**config.mk**
```make
export PLATFORM = sky130hd
export DESIGN_NAME = mmio_uart_tx
export DESIGN_NICKNAME = d
export VERILOG_FILES = /design/src/rtl/uart_pkg.sv /design/src/rtl/tx_fifo.sv /design/src/rtl/mmio_uart_tx.sv
export SDC_FILE = /design/constraint.sdc
export NUM_CORES = 1
export LEC_CHECK = 0
export BUFFER_PORTS_ARGS = -buffer_cell sky130_fd_sc_hd__buf_2
export CAP_MARGIN = 20
export CORE_UTILIZATION = 53
export CTS_CLUSTER_DIAMETER = 100
export DETAILED_ROUTE_END_ITERATION = 6
export PLACE_DENSITY = 0.77
export RECOVER_POWER = 100
export SLEW_MARGIN = 20
export SYNTH_ARGS = -nofsm -noshare
export SYNTH_HDL_FRONTEND = slang
export SYNTH_HIERARCHICAL = 1
export SYNTH_SLANG_ARGS = --single-unit
```
**constraint.sdc**
```tcl
create_clock -name clk -period 3.1 [get_ports clk]
set_input_delay 0.155 -clock clk [delete_from_list [all_inputs] [get_ports clk]]
set_output_delay 0.155 -clock clk [all_outputs]
set_load 0.02 [all_outputs]
```
**src/rtl/uart_pkg.sv**
```systemverilog
// Shared types and constants for the memory-mapped UART transmitter.
// Latency: none, this file holds declarations only.
// Backpressure: none, this file holds declarations only.
package uart_pkg;

    // Transmit FSM states. PARITY is reachable only when UART_PARITY_EN is defined.
    typedef enum logic [2:0] {
        IDLE   = 3'd0,
        START  = 3'd1,
        DATA   = 3'd2,
        PARITY = 3'd3,
        STOP   = 3'd4
    } uart_state_t;

    // Byte address of the TX data register, as the core sees it.
    localparam logic [31:0] UART_ADDR_DEFAULT = 32'h0000_0100;

    // Even parity bit: set when the byte has an odd number of ones.
    function automatic logic even_parity(input logic [7:0] d);
        return ^d;
    endfunction

endpackage

```
**src/rtl/tx_fifo.sv**
```systemverilog
// Synchronous FIFO holding bytes waiting for the serialiser.
// Latency: a push is visible on dout/empty after the push edge.
// Backpressure: push is refused when full unless a pop happens on the same edge.
module tx_fifo #(
    parameter int WIDTH = 8,
    parameter int DEPTH = 4
) (
    input  logic             clk,
    input  logic             reset,
    input  logic             push,
    input  logic             pop,
    input  logic [WIDTH-1:0] din,
    output logic [WIDTH-1:0] dout,
    output logic             full,
    output logic             empty
);

    localparam int AW = $clog2(DEPTH);
    localparam logic [AW:0] FULL_CNT = (AW+1)'(DEPTH);

    logic [WIDTH-1:0] mem [DEPTH];
    logic [AW-1:0]    wr_ptr;
    logic [AW-1:0]    rd_ptr;
    logic [AW:0]      count;
    logic             do_push;
    logic             do_pop;

    // A pop frees the head slot on the same edge, so a full FIFO may still accept.
    assign do_pop  = pop && !empty;
    assign do_push = push && (!full || do_pop);

    assign full  = (count == FULL_CNT);
    assign empty = (count == '0);
    assign dout  = mem[rd_ptr];

    // Storage array; contents are don't-care until written, so no reset.
    always_ff @(posedge clk) begin
        if (do_push) begin
            mem[wr_ptr] <= din;
        end
    end

    // Pointers and occupancy.
    always_ff @(posedge clk or negedge reset) begin
        if (!reset) begin
            wr_ptr <= '0;
            rd_ptr <= '0;
            count  <= '0;
        end else begin
            if (do_push) begin
                wr_ptr <= wr_ptr + 1'b1;
            end
            if (do_pop) begin
                rd_ptr <= rd_ptr + 1'b1;
            end
            case ({do_push, do_pop})
                2'b10:   count <= count + 1'b1;
                2'b01:   count <= count - 1'b1;
                default: count <= count;
            endcase
        end
    end

endmodule

```
**src/rtl/mmio_uart_tx.sv**
```systemverilog
// Memory-mapped UART transmitter: core stores to UART_ADDR queue a byte that is sent 8N1 (8E1 with UART_PARITY_EN).
// Latency: store accepted at edge N into an idle, empty block drives the start bit after edge N+1.
// Backpressure: none toward the core; stores arriving while the FIFO is full (and not popping) are dropped and counted.
module mmio_uart_tx
    import uart_pkg::*;
#(
    parameter int          CLKS_PER_BIT = 4,
    parameter int          FIFO_DEPTH   = 4,
    parameter logic [31:0] UART_ADDR    = UART_ADDR_DEFAULT
) (
    input  logic        clk,
    input  logic        reset,
    input  logic        MemWrite,
    input  logic [31:0] DataAdr,
    input  logic [31:0] WriteData,
    output logic        tx,
    output logic        busy,
    output logic        fifo_full,
    output logic [7:0]  drop_cnt
);

    localparam int CW = (CLKS_PER_BIT > 1) ? $clog2(CLKS_PER_BIT) : 1;
    localparam logic [CW-1:0] RELOAD = CW'(CLKS_PER_BIT - 1);

    uart_state_t state_q, state_d;
    logic [CW-1:0] cnt_q, cnt_d;
    logic [2:0]    bit_q, bit_d;
    logic [7:0]    shreg_q, shreg_d;
    logic          tx_d;
    logic          pop;
    logic          accept;
    logic          drop;
    logic          fifo_empty;
    logic [7:0]    fifo_dout;
    logic          unused_wdata_hi;
`ifdef UART_PARITY_EN
    logic          par_q, par_d;
`endif

    // Only the low byte of the store is transmitted.
    assign unused_wdata_hi = ^WriteData[31:8];

    assign accept = MemWrite && (DataAdr == UART_ADDR);
    assign drop   = accept && fifo_full && !pop;

    tx_fifo #(
        .WIDTH (8),
        .DEPTH (FIFO_DEPTH)
    ) u_fifo (
        .clk   (clk),
        .reset (reset),
        .push  (accept),
        .pop   (pop),
        .din   (WriteData[7:0]),
        .dout  (fifo_dout),
        .full  (fifo_full),
        .empty (fifo_empty)
    );

    // Busy covers both an in-flight frame and bytes still queued.
    assign busy = (state_q != IDLE) || !fifo_empty;

    // Next-state logic; tx_d is the line level for the state being entered, so tx is a pure register.
    always_comb begin
        state_d = state_q;
        cnt_d   = cnt_q;
        bit_d   = bit_q;
        shreg_d = shreg_q;
        pop     = 1'b0;
        tx_d    = 1'b1;
`ifdef UART_PARITY_EN
        par_d   = par_q;
`endif
        case (state_q)
            IDLE: begin
                if (!fifo_empty) begin
                    pop     = 1'b1;
                    state_d = START;
                    cnt_d   = RELOAD;
                    shreg_d = fifo_dout;
`ifdef UART_PARITY_EN
                    par_d   = even_parity(fifo_dout);
`endif
                end
            end
            START: begin
                if (cnt_q == '0) begin
                    state_d = DATA;
                    cnt_d   = RELOAD;
                    bit_d   = 3'd0;
                end else begin
                    cnt_d = cnt_q - 1'b1;
                end
            end
            DATA: begin
                if (cnt_q == '0) begin
                    cnt_d   = RELOAD;
                    shreg_d = {1'b0, shreg_q[7:1]};
                    if (bit_q == 3'd7) begin
`ifdef UART_PARITY_EN
                        state_d = PARITY;
`else
                        state_d = STOP;
`endif
                    end else begin
                        bit_d = bit_q + 1'b1;
                    end
                end else begin
                    cnt_d = cnt_q - 1'b1;
                end
            end
`ifdef UART_PARITY_EN
            PARITY: begin
                if (cnt_q == '0) begin
                    state_d = STOP;
                    cnt_d   = RELOAD;
                end else begin
                    cnt_d = cnt_q - 1'b1;
                end
            end
`endif
            STOP: begin
                if (cnt_q == '0) begin
                    if (!fifo_empty) begin
                        // Back-to-back frame: pop on the edge that ends this stop bit.
                        pop     = 1'b1;
                        state_d = START;
                        cnt_d   = RELOAD;
                        shreg_d = fifo_dout;
`ifdef UART_PARITY_EN
                        par_d   = even_parity(fifo_dout);
`endif
                    end else begin
                        state_d = IDLE;
                        cnt_d   = '0;
                        bit_d   = 3'd0;
                    end
                end else begin
                    cnt_d = cnt_q - 1'b1;
                end
            end
            default: begin
                state_d = IDLE;
                cnt_d   = '0;
                bit_d   = 3'd0;
            end
        endcase

        case (state_d)
            START:   tx_d = 1'b0;
            DATA:    tx_d = shreg_d[0];
`ifdef UART_PARITY_EN
            PARITY:  tx_d = par_d;
`endif
            default: tx_d = 1'b1;
        endcase
    end

    // FSM, counters, shift register and line register.
    always_ff @(posedge clk or negedge reset) begin
        if (!reset) begin
            state_q <= IDLE;
            cnt_q   <= '0;
            bit_q   <= 3'd0;
            shreg_q <= 8'h00;
            tx      <= 1'b1;
`ifdef UART_PARITY_EN
            par_q   <= 1'b0;
`endif
        end else begin
            state_q <= state_d;
            cnt_q   <= cnt_d;
            bit_q   <= bit_d;
            shreg_q <= shreg_d;
            tx      <= tx_d;
`ifdef UART_PARITY_EN
            par_q   <= par_d;
`endif
        end
    end

    // Saturating count of stores lost to a full FIFO.
    always_ff @(posedge clk or negedge reset) begin
        if (!reset) begin
            drop_cnt <= 8'h00;
        end else if (drop && (drop_cnt != 8'hFF)) begin
            drop_cnt <= drop_cnt + 8'h01;
        end
    end

endmodule

```
---- After elaboration in Yosys (flattened, before gate mapping) ----
Memory sizes are Yosys's and may differ from the RTL's.
Index checks and enable logic that the tools add are counted.
word-level totals
  bits in registers ....................... 32
  memory bits (writable) .................. 32
  input port bits ......................... 67
  output and inout port bits .............. 11
  word-level logic and storage cells ...... 85
  memories ................................ 1
operators by class
  add/sub/neg operators ................... 7
  equality and inequality tests ........... 17
  muxes and demuxes ....................... 29
  bitwise operators ....................... 1
  reduce and logical (&&, ||, !) cells .... 20
memory list
  memory      depth  width  rd ports  clocked after memory_dff  write ports  line           source
  u_fifo.mem  4      8      1         0                         1            tx_fifo.sv:21  logic [WIDTH-1:0] mem [DEPTH];
operators by type and width
  operator               number
  $eq A32 B9 Y1 const B  1
  $mux W3                10
  $mux W8                3
  $pmux W3 S4            2
  $pmux W8 S3            1
  $ne A2 B2 Y1 const B   6
  $eq A3 B3 Y1 const B   3
  $add A8 B1 Y8 const B  1
  $mux W2                4
  $ne A8 B8 Y1 const B   1
  $add A3 B1 Y3 const B  2
  $eq A3 B1 Y1 const B   2
  $eq A3 B2 Y1 const B   2
  $logic_and A1 B1 Y1    6
  $logic_not A3 Y1       2
  $pmux W2 S3            1
  $pmux W3 S2            1
  $reduce_and A6 Y1      1
  $reduce_bool A3 Y1     2
  $mux W1                5
  $add A2 B1 Y2 const B  2
  $pmux W1 S2            2
  $logic_not A1 Y1       3
  $reduce_and A3 Y1      1
  other kinds (9)        10

---- Longest topological paths before layout ----
Gate-level depths: netlist of run 1.
  depth in word-level cells ............... 9
  gate-level depth with buffers ........... 13
  depth with buffers taken out ............ 13

---- By module ----
Netlist of run 1, hierarchy kept.
by module, submodules not included
  module        times used  cells an instance  area each (um^2)
  tx_fifo       1           80                 1587.8
  mmio_uart_tx  1           151                1450.1

---- Worst setup path before layout of run 1 ----
OpenSTA, ideal clock, no wires.
  path kind ............................... reg2reg
  from .................................... register cnt_q[0]
  to ...................................... register u_fifo.count[2]
  arrival ................................. 2.506 ns
  data required time ...................... 3.021 ns
  path slack .............................. 0.515 ns
  cell stages (with the launch flop) ...... 13
  clock period less this slack ............ 2.585 ns
  cell sequence ........................... dfrtp_1 > inv_1 > ha_1 > nor2b_1 > or3_1 > nor2_2 > o31a_2 > ha_1 > inv_1 > fa_1 > xor2_1 > nor2_1 > xor2_1
on the way
  cells in the longest elaborated chain, start to end .. 8
ends and longest elaborated chain
  item                                                      line                 source
  from (decl)                                               mmio_uart_tx.sv:26   logic [CW-1:0] cnt_q, cnt_d;
  from (signal assigned)                                    mmio_uart_tx.sv:172  cnt_q <= cnt_d;
  $logic_not A2 Y1 *                                        mmio_uart_tx.sv:123  if (cnt_q == '0) begin
  $mux W1 *                                                 mmio_uart_tx.sv:123
  $pmux W1 S2 *                                             mmio_uart_tx.sv:74   case (state_q)
  via pop                                                   mmio_uart_tx.sv:30   logic pop;
  $logic_and A1 B1 Y1 *                                     tx_fifo.sv:29        assign do_pop = pop && !empty;
  via u_fifo.do_pop                                         tx_fifo.sv:26        logic do_pop;
  $logic_or A1 B1 Y1                                        tx_fifo.sv:30        assign do_push = push && (!full || do_pop);
  $logic_and A1 B1 Y1                                       tx_fifo.sv:30
  $eq A2 B1 Y1 / $eq A2 B2 Y1 (equally long branches)       tx_fifo.sv:56        case ({do_push, do_pop})
  $pmux W3 S2 / $reduce_bool A2 Y1 (equally long branches)  n/a
  to (signal assigned)                                      tx_fifo.sv:57        2'b10: count <= count + 1'b1;
  to (signal assigned)                                      tx_fifo.sv:58        2'b01: count <= count - 1'b1;
  to (signal assigned)                                      tx_fifo.sv:59        default: count <= count;
  to (decl)                                                 tx_fifo.sv:24        logic [AW:0] count;
Mark *: on every way through the listed nets, which the timed path passes. The rest lies on a longest branch.
A chain may end at the register's enable or synchronous reset.

---- Worst setup path after layout of run 1 ----
Same ends and word-level chain as after synthesis.

==> impl_metrics.prom, run 1 <==
# TYPE chip_impl_metric gauge
chip_impl_metric{name="grt.overflow.total",unit=""} 0
chip_impl_metric{name="drt_iter0_markers",unit=""} 103
chip_impl_metric{name="postRouteWirelength",unit="mm"} 5.62
chip_impl_metric{name="drv.max_cap_violation_count",unit=""} 1
chip_impl_metric{name="regArea",unit="um^2"} 1760
chip_impl_metric{name="power.switching_fraction",unit="%"} 21.1
chip_impl_metric{name="edff_count_synth",unit=""} 32
chip_impl_metric{name="seq_area_frac_synth",unit="%"} 58.0
chip_impl_metric{name="pin_count",unit=""} 78
chip_impl_metric{name="grt_pass1_vias",unit=""} 2043
chip_impl_metric{name="synth.avg_cell_area",unit="um^2"} 13.2
chip_impl_metric{name="worst_vdd_drop",unit="V"} 0.000410
chip_impl_metric{name="synth_fp_nets",unit=""} 309
chip_impl_metric{name="layoutNonFillerInstCount",unit=""} 369
chip_impl_info{name="crit_chain",value="inv_1, ha_1, nor2b_1, or3_1, nor2_2, o31a_2, ha_1, inv_1, fa_1, xor2_1, nor2_1, xor2_1"} 1
chip_impl_metric{name="placed_cells_incl_taps",unit=""} 352
chip_impl_metric{name="cellPowerDensity",unit="nW/um^2"} 461
chip_impl_metric{name="worst_r2r_path_depth",unit=""} 12
chip_impl_metric{name="numPortBuffers",unit=""} 53
chip_impl_metric{name="syn2layout_area_growth",unit="%"} 16.3
chip_impl_metric{name="num_cts_buffers",unit=""} 9
chip_impl_metric{name="detailed_place_hpwl",unit="mm"} 3.90
chip_impl_metric{name="timing.final.setup_violations",unit=""} 0
chip_impl_info{name="hold_class",value="in -> reg"} 1
chip_impl_metric{name="postSynthCellCount",unit=""} 231
chip_impl_metric{name="yosysWarnings",unit=""} 6
chip_impl_metric{name="internal_power",unit="mW"} 1.28
chip_impl_metric{name="cp_data_required_time",unit="ns"} 3.36
chip_impl_metric{name="grt_pass1_wl",unit="mm"} 9.69
chip_impl_metric{name="routed_via_density",unit=""} 5.49
chip_impl_metric{name="finalMaxSlewViolations",unit=""} 33
chip_impl_metric{name="design_area",unit="um^2"} 3530
chip_impl_metric{name="first_pass_iters",unit=""} 5
chip_impl_metric{name="globalRouteTotalUtil",unit="%"} 21.4
chip_impl_metric{name="seq_power_share",unit="%"} 54.9
chip_impl_metric{name="slew_headroom",unit="%"} -16.1
chip_impl_metric{name="critical_path_peak_fanout",unit=""} 5
chip_impl_info{name="clock_tree.root_cell",value="sky130_fd_sc_hd__clkbuf_8"} 1
chip_impl_metric{name="pre_cts_slack",unit="ns"} 0.395
chip_impl_info{name="violations",value="capacitance limit, slew limit"} 1
chip_impl_metric{name="final_net_count",unit=""} 370
chip_impl_metric{name="synth_area",unit="um^2"} 3040
chip_impl_metric{name="grt_antenna_before_repair",unit=""} 0
chip_impl_info{name="critical_hold_path_startpoint",value="WriteData[3]"} 1
chip_impl_info{name="setup.worst_path.class",value="reg -> reg"} 1
chip_impl_metric{name="worst-endpoint-arrival",unit="ns"} 2.97
chip_impl_info{name="timing.critical_path.from_type",value="flop"} 1
chip_impl_info{name="critPathCaptureType",value="flop"} 1
chip_impl_metric{name="hold_violations",unit=""} 0
chip_impl_metric{name="xor_xnor_portion_of_the_synthesized_cell_area",unit="%"} 3.46
chip_impl_metric{name="power.net_switching",unit="uW"} 344
chip_impl_metric{name="fp.dieArea",unit="um^2"} 6040
chip_impl_metric{name="number_of_vias_in_the_routed_layout",unit=""} 2025
chip_impl_metric{name="placement_rows",unit=""} 27
chip_impl_metric{name="cts_setup_buffers",unit=""} 0
chip_impl_metric{name="path_buf_inv",unit=""} 2
chip_impl_metric{name="globalplace.congestion",unit=""} 0.820
chip_impl_metric{name="initial_core_util",unit="%"} 55.2
chip_impl_info{name="synth_ff_type",value="sky130_fd_sc_hd__edfxtp_1"} 1
chip_impl_info{name="worst_path_max_delay_cell",value="sky130_fd_sc_hd__dfrtp_1"} 1
chip_impl_metric{name="fp.dieH",unit="um"} 77.7
chip_impl_metric{name="detail_route.wl_per_cell",unit="um"} 15.2
chip_impl_metric{name="timing.critical_path.slowest_cell_delay",unit="ns"} 0.38
chip_impl_info{name="regToRegStartpoint",value="cnt_q[0]$_DFFE_PN0P_"} 1
chip_impl_metric{name="synthArstFlopShare",unit="%"} 50.0
chip_impl_metric{name="period_needed",unit="ns"} 2.71
chip_impl_metric{name="synth-compound-area-share",unit="%"} 8.53
chip_impl_metric{name="grt_start_max_net_pins",unit=""} 33
chip_impl_info{name="status",value="complete, but fails checks"} 1
chip_impl_metric{name="post_synthesis_mux_area_share",unit="%"} 8.57
chip_impl_metric{name="clk_transition_reported_paths",unit="ns"} 0.07
chip_impl_metric{name="drc_errors",unit=""} 0
chip_impl_metric{name="final.period_utilization",unit="%"} 87.3
chip_impl_metric{name="insertion_delay",unit="ns"} 0.34
chip_impl_metric{name="antenna_diode_instance_count",unit=""} 0
chip_impl_metric{name="fillers",unit=""} 439
chip_impl_metric{name="worstHoldPathCells",unit=""} 1
chip_impl_metric{name="post_dp_cell_area",unit="um^2"} 3390
chip_impl_metric{name="area_of_the_multi_input_gates",unit="um^2"} 1130
chip_impl_info{name="layout.cells.most_common",value="sky130_fd_sc_hd__buf_2"} 1
chip_impl_metric{name="synth_fa_ha_area_share",unit="%"} 4.78
chip_impl_info{name="crit_start",value="cnt_q[0]$_DFFE_PN0P_"} 1
chip_impl_metric{name="layout_setup_ws",unit="ns"} 0.395
chip_impl_metric{name="skew",unit="ns"} 0.00286
chip_impl_metric{name="floorplan.core_area",unit="um^2"} 5510
chip_impl_metric{name="combPwrFrac",unit="%"} 2.6
chip_impl_metric{name="synth-simple-area-share",unit="%"} 12.9
chip_impl_metric{name="crit_cells",unit=""} 12
chip_impl_metric{name="floorplan.die.width",unit="um"} 77.7
chip_impl_metric{name="ys_seq_elements",unit=""} 64
chip_impl_metric{name="ant_nets",unit=""} 0
chip_impl_metric{name="postLayoutCoreUtil",unit="%"} 64.2
chip_impl_metric{name="tightest_slew",unit="ns"} 1.74
chip_impl_metric{name="p_clk_share",unit="%"} 42.5
chip_impl_metric{name="drive_gt1_share",unit="%"} 23.6
chip_impl_info{name="tritoncts",value="built"} 1
chip_impl_info{name="final_cell_mix",value="sky130_fd_sc_hd__buf_2 (33), sky130_fd_sc_hd__edfxtp_1 (32), sky130_fd_sc_hd__dfrtp_1 (31)"} 1
chip_impl_metric{name="static-leakage-power",unit="nW"} 1.47
chip_impl_info{name="grt_setup_unrepaired",value="no"} 1
chip_impl_metric{name="htree_levels",unit=""} 3
chip_impl_info{name="synth_top_family_by_area",value="simple AND/OR/NAND/NOR gates"} 1
chip_impl_metric{name="finalSetupTns",unit="ns"} 0
chip_impl_info{name="cp_top_family",value="simple AND/OR/NAND/NOR gates"} 1
chip_impl_metric{name="clock_sink_count",unit=""} 64
chip_impl_metric{name="yosysUniqueCellTypes",unit=""} 51
chip_impl_metric{name="max_freq",unit="GHz"} 0.370
chip_impl_metric{name="cts_max_path_buffers",unit=""} 2
[logic make-up after synthesis]
logic type               count (synthesis)
multiplexers                            15
XOR/XNOR                                12
buffers and inverters                   28
adder cells (fa/ha/maj)                 11
AND/OR/NAND/NOR                         66
AO/OA/AOI/OAI                           35
flip-flops                              64
[layout make-up]
| class | instances | share of cell area, % |
|---|---|---|
| Clock buffer | 9 | 3.51 |
| Clock inverter | 7 | 2.02 |
| Inverter | 19 | 2.02 |
| Multi-Input combinational cell | 139 | 32.1 |
| Sequential cell | 64 | 49.9 |
| Tap cell | 72 | 2.55 |
| Timing Repair Buffer | 59 | 7.93 |
[final timing paths]
check                                                   end  slack [ns]
worst max-delay path            u_fifo/count[2]$_DFFE_PN0P_        0.39
worst max register to register  u_fifo/count[2]$_DFFE_PN0P_        0.39
min in group asynchronous           drop_cnt[3]$_DFFE_PN0P_        0.81
max in group asynchronous            shreg_q[3]$_DFFE_PN0P_        1.29
worst min register to register      drop_cnt[5]$_DFFE_PN0P_        0.50
worst min-delay path             u_fifo/mem[2][3]$_DFFE_PP_        0.07
[cells in the mapped netlist, types with 3 or more instances]
cell type	n	area, um^2
sky130_fd_sc_hd__o21ai_0	6	30.0
sky130_fd_sc_hd__nor2_2	6	37.5
sky130_fd_sc_hd__ha_1	10	125
sky130_fd_sc_hd__dfrtp_1	31	776
sky130_fd_sc_hd__mux2i_1	5	50.1
sky130_fd_sc_hd__and2_2	4	30.0
sky130_fd_sc_hd__mux4_2	8	180
sky130_fd_sc_hd__nand4_1	4	25.0
sky130_fd_sc_hd__xnor2_1	4	35.0
sky130_fd_sc_hd__nor4_1	4	25.0
sky130_fd_sc_hd__a21oi_1	5	25.0
sky130_fd_sc_hd__a222oi_1	6	60.1
sky130_fd_sc_hd__clkbuf_1	5	18.8
sky130_fd_sc_hd__o21ai_1	3	15.0
sky130_fd_sc_hd__inv_1	17	63.8
sky130_fd_sc_hd__nor2_1	11	41.3
sky130_fd_sc_hd__nand2_1	14	52.6
sky130_fd_sc_hd__edfxtp_1	32	961
sky130_fd_sc_hd__nor3_1	6	30.0
sky130_fd_sc_hd__xor2_1	8	70.1
[layer usage]
layer | up-vias | routed length [um] | track usage [%]
met5 | - | 0 | 0
met3 | 4 | 336 | 8.71
met1 | 981 | 2370 | 25.5
li1 | 974 | - | -
met4 | 0 | 38 | 6.42
met2 | 66 | 2880 | 35.5
[power groups by stage]
| stage | clock network (mW) | logic, mW | registers (mW) |
|---|---|---|---|
| final | 0.692 | 0.0421 | 0.893 |
| after global routing | 0.749 | 0.0478 | 0.892 |
| after detailed placement | 0 | 0.0439 | 0.910 |
| after floorplan | 0 | 0.00360 | 0.911 |
| after CTS | 0.707 | 0.0449 | 0.893 |
| after global placement | 0 | 0.0421 | 0.910 |
[flip-flops by register name (all words and copies together) (netlist names), 3 cells and up]
signal / flops
u_fifo/mem: 32
bit_q: 3
state_q: 3
drop_cnt: 8
shreg_q: 8
u_fifo/count: 3
[repair_timing]
action	4_1_cts	5_1_grt
hold endpoints to repair	31	0
hold buffers	1	0
resized for setup	0	0
[through the flow]
step,hold WS [ns],power [mW]
6_report,0.0695,1.63
3_5_place_dp,0.258,0.954
5_1_grt,0.0631,1.69
2_1_floorplan,-0.141,0.914
4_1_cts,0.0161,1.65
3_3_place_gp,0.245,0.952
No activity file was read; power rests on OpenSTA's default activity.
==> inputs of run 2 (changes only) <==
--- a/config.mk
+++ b/config.mk
@@ -5,11 +5,13 @@
 export SDC_FILE = /design/constraint.sdc
 export NUM_CORES = 1
 export LEC_CHECK = 0
-export BUFFER_PORTS_ARGS = -buffer_cell sky130_fd_sc_hd__buf_2
+export BUFFER_PORTS_ARGS = -buffer_cell sky130_fd_sc_hd__buf_4
 export CAP_MARGIN = 20
 export CORE_UTILIZATION = 53
 export CTS_CLUSTER_DIAMETER = 100
 export DETAILED_ROUTE_END_ITERATION = 6
+export GPL_TIMING_DRIVEN = 0
+export MAX_ROUTING_LAYER = met4
 export PLACE_DENSITY = 0.77
 export RECOVER_POWER = 100
 export SLEW_MARGIN = 20
==> run 2 against run 1 <==
Non-clock buffer count up 9. Sequential power about the same. Sequential cell count stayed put. First-iteration DRC count rose by 8.7%. Die area is the same. Critical path type unchanged. Sequential share of layout area decreased by 2.4 points. Critical path depth unchanged. Count of clock-buffer cells in the layout increased by 2. Critical endpoint unchanged. Wire length increased by 1.3%. Highest routed layer unchanged. Core utilization up 3.2 points. Maximum frequency is 5.5% lower. The flow still finishes with violations (capacitance limit, slew limit).
==> impl_metrics.prom, run 2 (synthesis gave the netlist of run 1 again) <==
# TYPE chip_impl_metric gauge
chip_impl_metric{name="drt_iter0_markers",unit=""} 112
chip_impl_info{name="grt_setup_unrepaired",value="no"} 1
chip_impl_metric{name="finalMaxSlewViolations",unit=""} 33
chip_impl_metric{name="globalRouteTotalUtil",unit="%"} 21.8
chip_impl_metric{name="grt_pass1_wl",unit="mm"} 9.43
chip_impl_metric{name="design_area",unit="um^2"} 3710
chip_impl_metric{name="timing.critical_path.slowest_cell_delay",unit="ns"} 0.44
chip_impl_info{name="top_regs",value="u_fifo/mem (32), drop_cnt (8), shreg_q (8)"} 1
chip_impl_metric{name="antenna_diode_instance_count",unit=""} 0
chip_impl_metric{name="static-leakage-power",unit="nW"} 1.53
chip_impl_info{name="hold_class",value="in -> reg"} 1
chip_impl_info{name="regToRegStartpoint",value="u_fifo/count[0]$_DFFE_PN0P_"} 1
chip_impl_metric{name="post_dp_cell_area",unit="um^2"} 3530
chip_impl_metric{name="fillers",unit=""} 430
chip_impl_metric{name="detail_route.wl_per_cell",unit="um"} 15.1
chip_impl_metric{name="postRouteWirelength",unit="mm"} 5.70
chip_impl_metric{name="grt_pass1_vias",unit=""} 2010
chip_impl_metric{name="ff2ff_setup_slack",unit="ns"} 0.24
chip_impl_info{name="worst_path_max_delay_cell",value="sky130_fd_sc_hd__dfrtp_1"} 1
chip_impl_info{name="setup.worst_path.class",value="reg -> reg"} 1
chip_impl_metric{name="combPwrFrac",unit="%"} 3.4
chip_impl_metric{name="grt.overflow.total",unit=""} 0
chip_impl_metric{name="worst_r2r_path_depth",unit=""} 12
chip_impl_metric{name="floorplan.die.width",unit="um"} 77.7
chip_impl_info{name="tritoncts",value="built"} 1
chip_impl_metric{name="fp.dieArea",unit="um^2"} 6040
chip_impl_metric{name="ant_nets",unit=""} 0
chip_impl_info{name="clock_tree.root_cell",value="sky130_fd_sc_hd__clkbuf_8"} 1
chip_impl_metric{name="max_freq",unit="GHz"} 0.349
chip_impl_info{name="violations",value="capacitance limit, slew limit"} 1
chip_impl_info{name="final_cell_mix",value="sky130_fd_sc_hd__buf_4 (33), sky130_fd_sc_hd__edfxtp_1 (32), sky130_fd_sc_hd__dfrtp_1 (31)"} 1
chip_impl_metric{name="largest_reg_flops",unit=""} 32
chip_impl_metric{name="syn2layout_area_growth",unit="%"} 22.1
chip_impl_metric{name="path_buf_inv",unit=""} 3
chip_impl_metric{name="worst-endpoint-arrival",unit="ns"} 3.13
chip_impl_metric{name="internal_power",unit="mW"} 1.40
chip_impl_metric{name="drv.max_cap_violation_count",unit=""} 1
chip_impl_metric{name="htree_levels",unit=""} 3
chip_impl_metric{name="numPortBuffers",unit=""} 53
chip_impl_metric{name="routed_via_density",unit=""} 5.34
chip_impl_metric{name="floorplan.core_area",unit="um^2"} 5510
chip_impl_metric{name="finalSetupTns",unit="ns"} 0
chip_impl_metric{name="grt_start_max_net_pins",unit=""} 33
chip_impl_metric{name="placed_cells_incl_taps",unit=""} 356
chip_impl_metric{name="cts_max_path_buffers",unit=""} 2
chip_impl_metric{name="layoutNonFillerInstCount",unit=""} 378
chip_impl_metric{name="p_clk_share",unit="%"} 45.3
chip_impl_info{name="r2r-end",value="u_fifo/count[2]$_DFFE_PN0P_"} 1
chip_impl_metric{name="detailed_place_hpwl",unit="mm"} 3.94
chip_impl_metric{name="power.total",unit="mW"} 1.74
chip_impl_info{name="layout.cells.most_common",value="sky130_fd_sc_hd__buf_4"} 1
chip_impl_metric{name="cellPowerDensity",unit="nW/um^2"} 469
chip_impl_metric{name="seq_power_share",unit="%"} 51.4
chip_impl_metric{name="power.net_switching",unit="uW"} 336
chip_impl_metric{name="num_cts_buffers",unit=""} 9
chip_impl_metric{name="crit_cells",unit=""} 12
chip_impl_metric{name="initial_core_util",unit="%"} 55.2
chip_impl_metric{name="timing.final.setup_violations",unit=""} 0
chip_impl_info{name="worst_hold_path.endpoint",value="u_fifo/mem[2][0]$_DFFE_PP_"} 1
chip_impl_info{name="critPathCaptureType",value="flop"} 1
chip_impl_metric{name="drc_errors",unit=""} 0
chip_impl_metric{name="regArea",unit="um^2"} 1760
chip_impl_metric{name="postLayoutCoreUtil",unit="%"} 67.4
chip_impl_metric{name="pin_count",unit=""} 78
chip_impl_metric{name="clk_transition_reported_paths",unit="ns"} 0.07
chip_impl_info{name="cp_top_family",value="simple AND/OR/NAND/NOR gates"} 1
chip_impl_metric{name="power.switching_fraction",unit="%"} 19.3
chip_impl_metric{name="slew_headroom",unit="%"} -13.3
chip_impl_info{name="registers.top_by_ff_count",value="u_fifo/mem"} 1
chip_impl_info{name="status",value="complete, but fails checks"} 1
chip_impl_metric{name="globalplace.congestion",unit=""} 0.819
chip_impl_metric{name="insertion_delay",unit="ns"} 0.34
chip_impl_metric{name="fp.dieH",unit="um"} 77.7
chip_impl_metric{name="period_needed",unit="ns"} 2.86
chip_impl_metric{name="clock_sink_count",unit=""} 64
chip_impl_metric{name="hold_violations",unit=""} 0
chip_impl_metric{name="number_of_vias_in_the_routed_layout",unit=""} 2019
chip_impl_metric{name="tightest_slew",unit="ns"} 1.70
chip_impl_metric{name="grt_antenna_before_repair",unit=""} 0
chip_impl_metric{name="critical_path_peak_fanout",unit=""} 10
chip_impl_metric{name="placement_rows",unit=""} 27
chip_impl_metric{name="drive_gt1_share",unit="%"} 23.2
chip_impl_info{name="timing.critical_path.from_type",value="flop"} 1
chip_impl_metric{name="area_of_the_multi_input_gates",unit="um^2"} 1150
chip_impl_metric{name="first_pass_iters",unit=""} 4
chip_impl_metric{name="final.period_utilization",unit="%"} 92.4
chip_impl_metric{name="final_net_count",unit=""} 379
chip_impl_metric{name="skew",unit="ns"} 0.00338
chip_impl_metric{name="cp_data_required_time",unit="ns"} 3.37
chip_impl_info{name="crit_chain",value="nor3_1, clkbuf_1, or3_1, nor2_4, o21a_1, inv_1, ha_1, inv_1, fa_1, xor2_1, nor2_1, xor2_1"} 1
chip_impl_metric{name="worstHoldPathCells",unit=""} 1
chip_impl_info{name="critical_hold_path_startpoint",value="WriteData[0]"} 1
chip_impl_metric{name="worst_vdd_drop",unit="V"} 0.000330
==> run 2: cell types whose count changed in the layout (fill, tap and decap cells not counted), sizes merged <==
cell,before,now
bufinv,1,2
clkinv,3,1
inv,20,19
clkbuf,31,38
dlygate4sd3,1,6
buf,36,35
==> run 2: metal layers <==
layer | vias to the layer above | track usage, % | share of wire (%)
li1 | 989 | - | -
met4 | 0 | 8.11 | 1.1
met5 | - | - | 0
met3 | 9 | 6.94 | 4.7
met2 | 56 | 34.7 | 51
met1 | 965 | 25.9 | 43
==> run 2: repair_timing <==
action	in CTS	in global routing
gates resized for setup	0	1
hold endpoints to repair	48	0
buffers inserted	0	0
hold buffers	6	0
endpoints found under the setup margin	0	1
==> run 2: through the flow <==
step / hold WS, ns / setup slack, ns
after floorplan: -0.141 / 0.515
after CTS: 0.00188 / 0.123
after global placement: 0.116 / 0.220
after global routing: 0.0985 / 0.0529
after detailed placement: 0.117 / 0.158
final: 0.0866 / 0.236
==> run 2: layout make-up <==
type | count | area share (%)
clock inverters | 5 | 2.16
multi-input cells | 139 | 30.9
flip-flops and latches | 64 | 47.5
clock buffers | 11 | 3.81
plain buffers | 9 | 0.944
well taps | 72 | 2.43
repair buffers | 59 | 10.3
inverters | 19 | 1.92
==> run 2: worst max path at each step <==
stage	start	end	slack (ns)
floorplan	cnt_q[0]$_DFFE_PN0P_	u_fifo/count[2]$_DFFE_PN0P_	0.51
global placement	u_fifo/count[0]$_DFFE_PN0P_	u_fifo/count[2]$_DFFE_PN0P_	0.22
detailed placement	u_fifo/count[0]$_DFFE_PN0P_	u_fifo/count[2]$_DFFE_PN0P_	0.16
CTS	u_fifo/count[0]$_DFFE_PN0P_	u_fifo/count[2]$_DFFE_PN0P_	0.12
global route	u_fifo/count[0]$_DFFE_PN0P_	u_fifo/count[2]$_DFFE_PN0P_	0.05
finish	u_fifo/count[0]$_DFFE_PN0P_	u_fifo/count[2]$_DFFE_PN0P_	0.24
==> run 2: worst register-to-register path, cell delays in order (launching register included) <==
cell,delay (ns)
sky130_fd_sc_hd__dfrtp_1,0.44
sky130_fd_sc_hd__nor3_1,0.25
sky130_fd_sc_hd__clkbuf_1,0.33
sky130_fd_sc_hd__or3_1,0.27
sky130_fd_sc_hd__nor2_4,0.09
sky130_fd_sc_hd__o21a_1,0.29
sky130_fd_sc_hd__inv_1,0.09
sky130_fd_sc_hd__ha_1,0.17
sky130_fd_sc_hd__inv_1,0.06
sky130_fd_sc_hd__fa_1,0.37
sky130_fd_sc_hd__xor2_1,0.15
sky130_fd_sc_hd__nor2_1,0.12
sky130_fd_sc_hd__xor2_1,0.15
==> run 2: power groups by stage <==
stage / sequential, mW / clock, mW / combinational (mW)
after global placement: 0.910 / 0 / 0.0570
final: 0.893 / 0.787 / 0.0586
after detailed placement: 0.910 / 0 / 0.0590
after floorplan: 0.911 / 0 / 0.00360
after global routing: 0.892 / 0.837 / 0.0646
after CTS: 0.893 / 0.807 / 0.0649
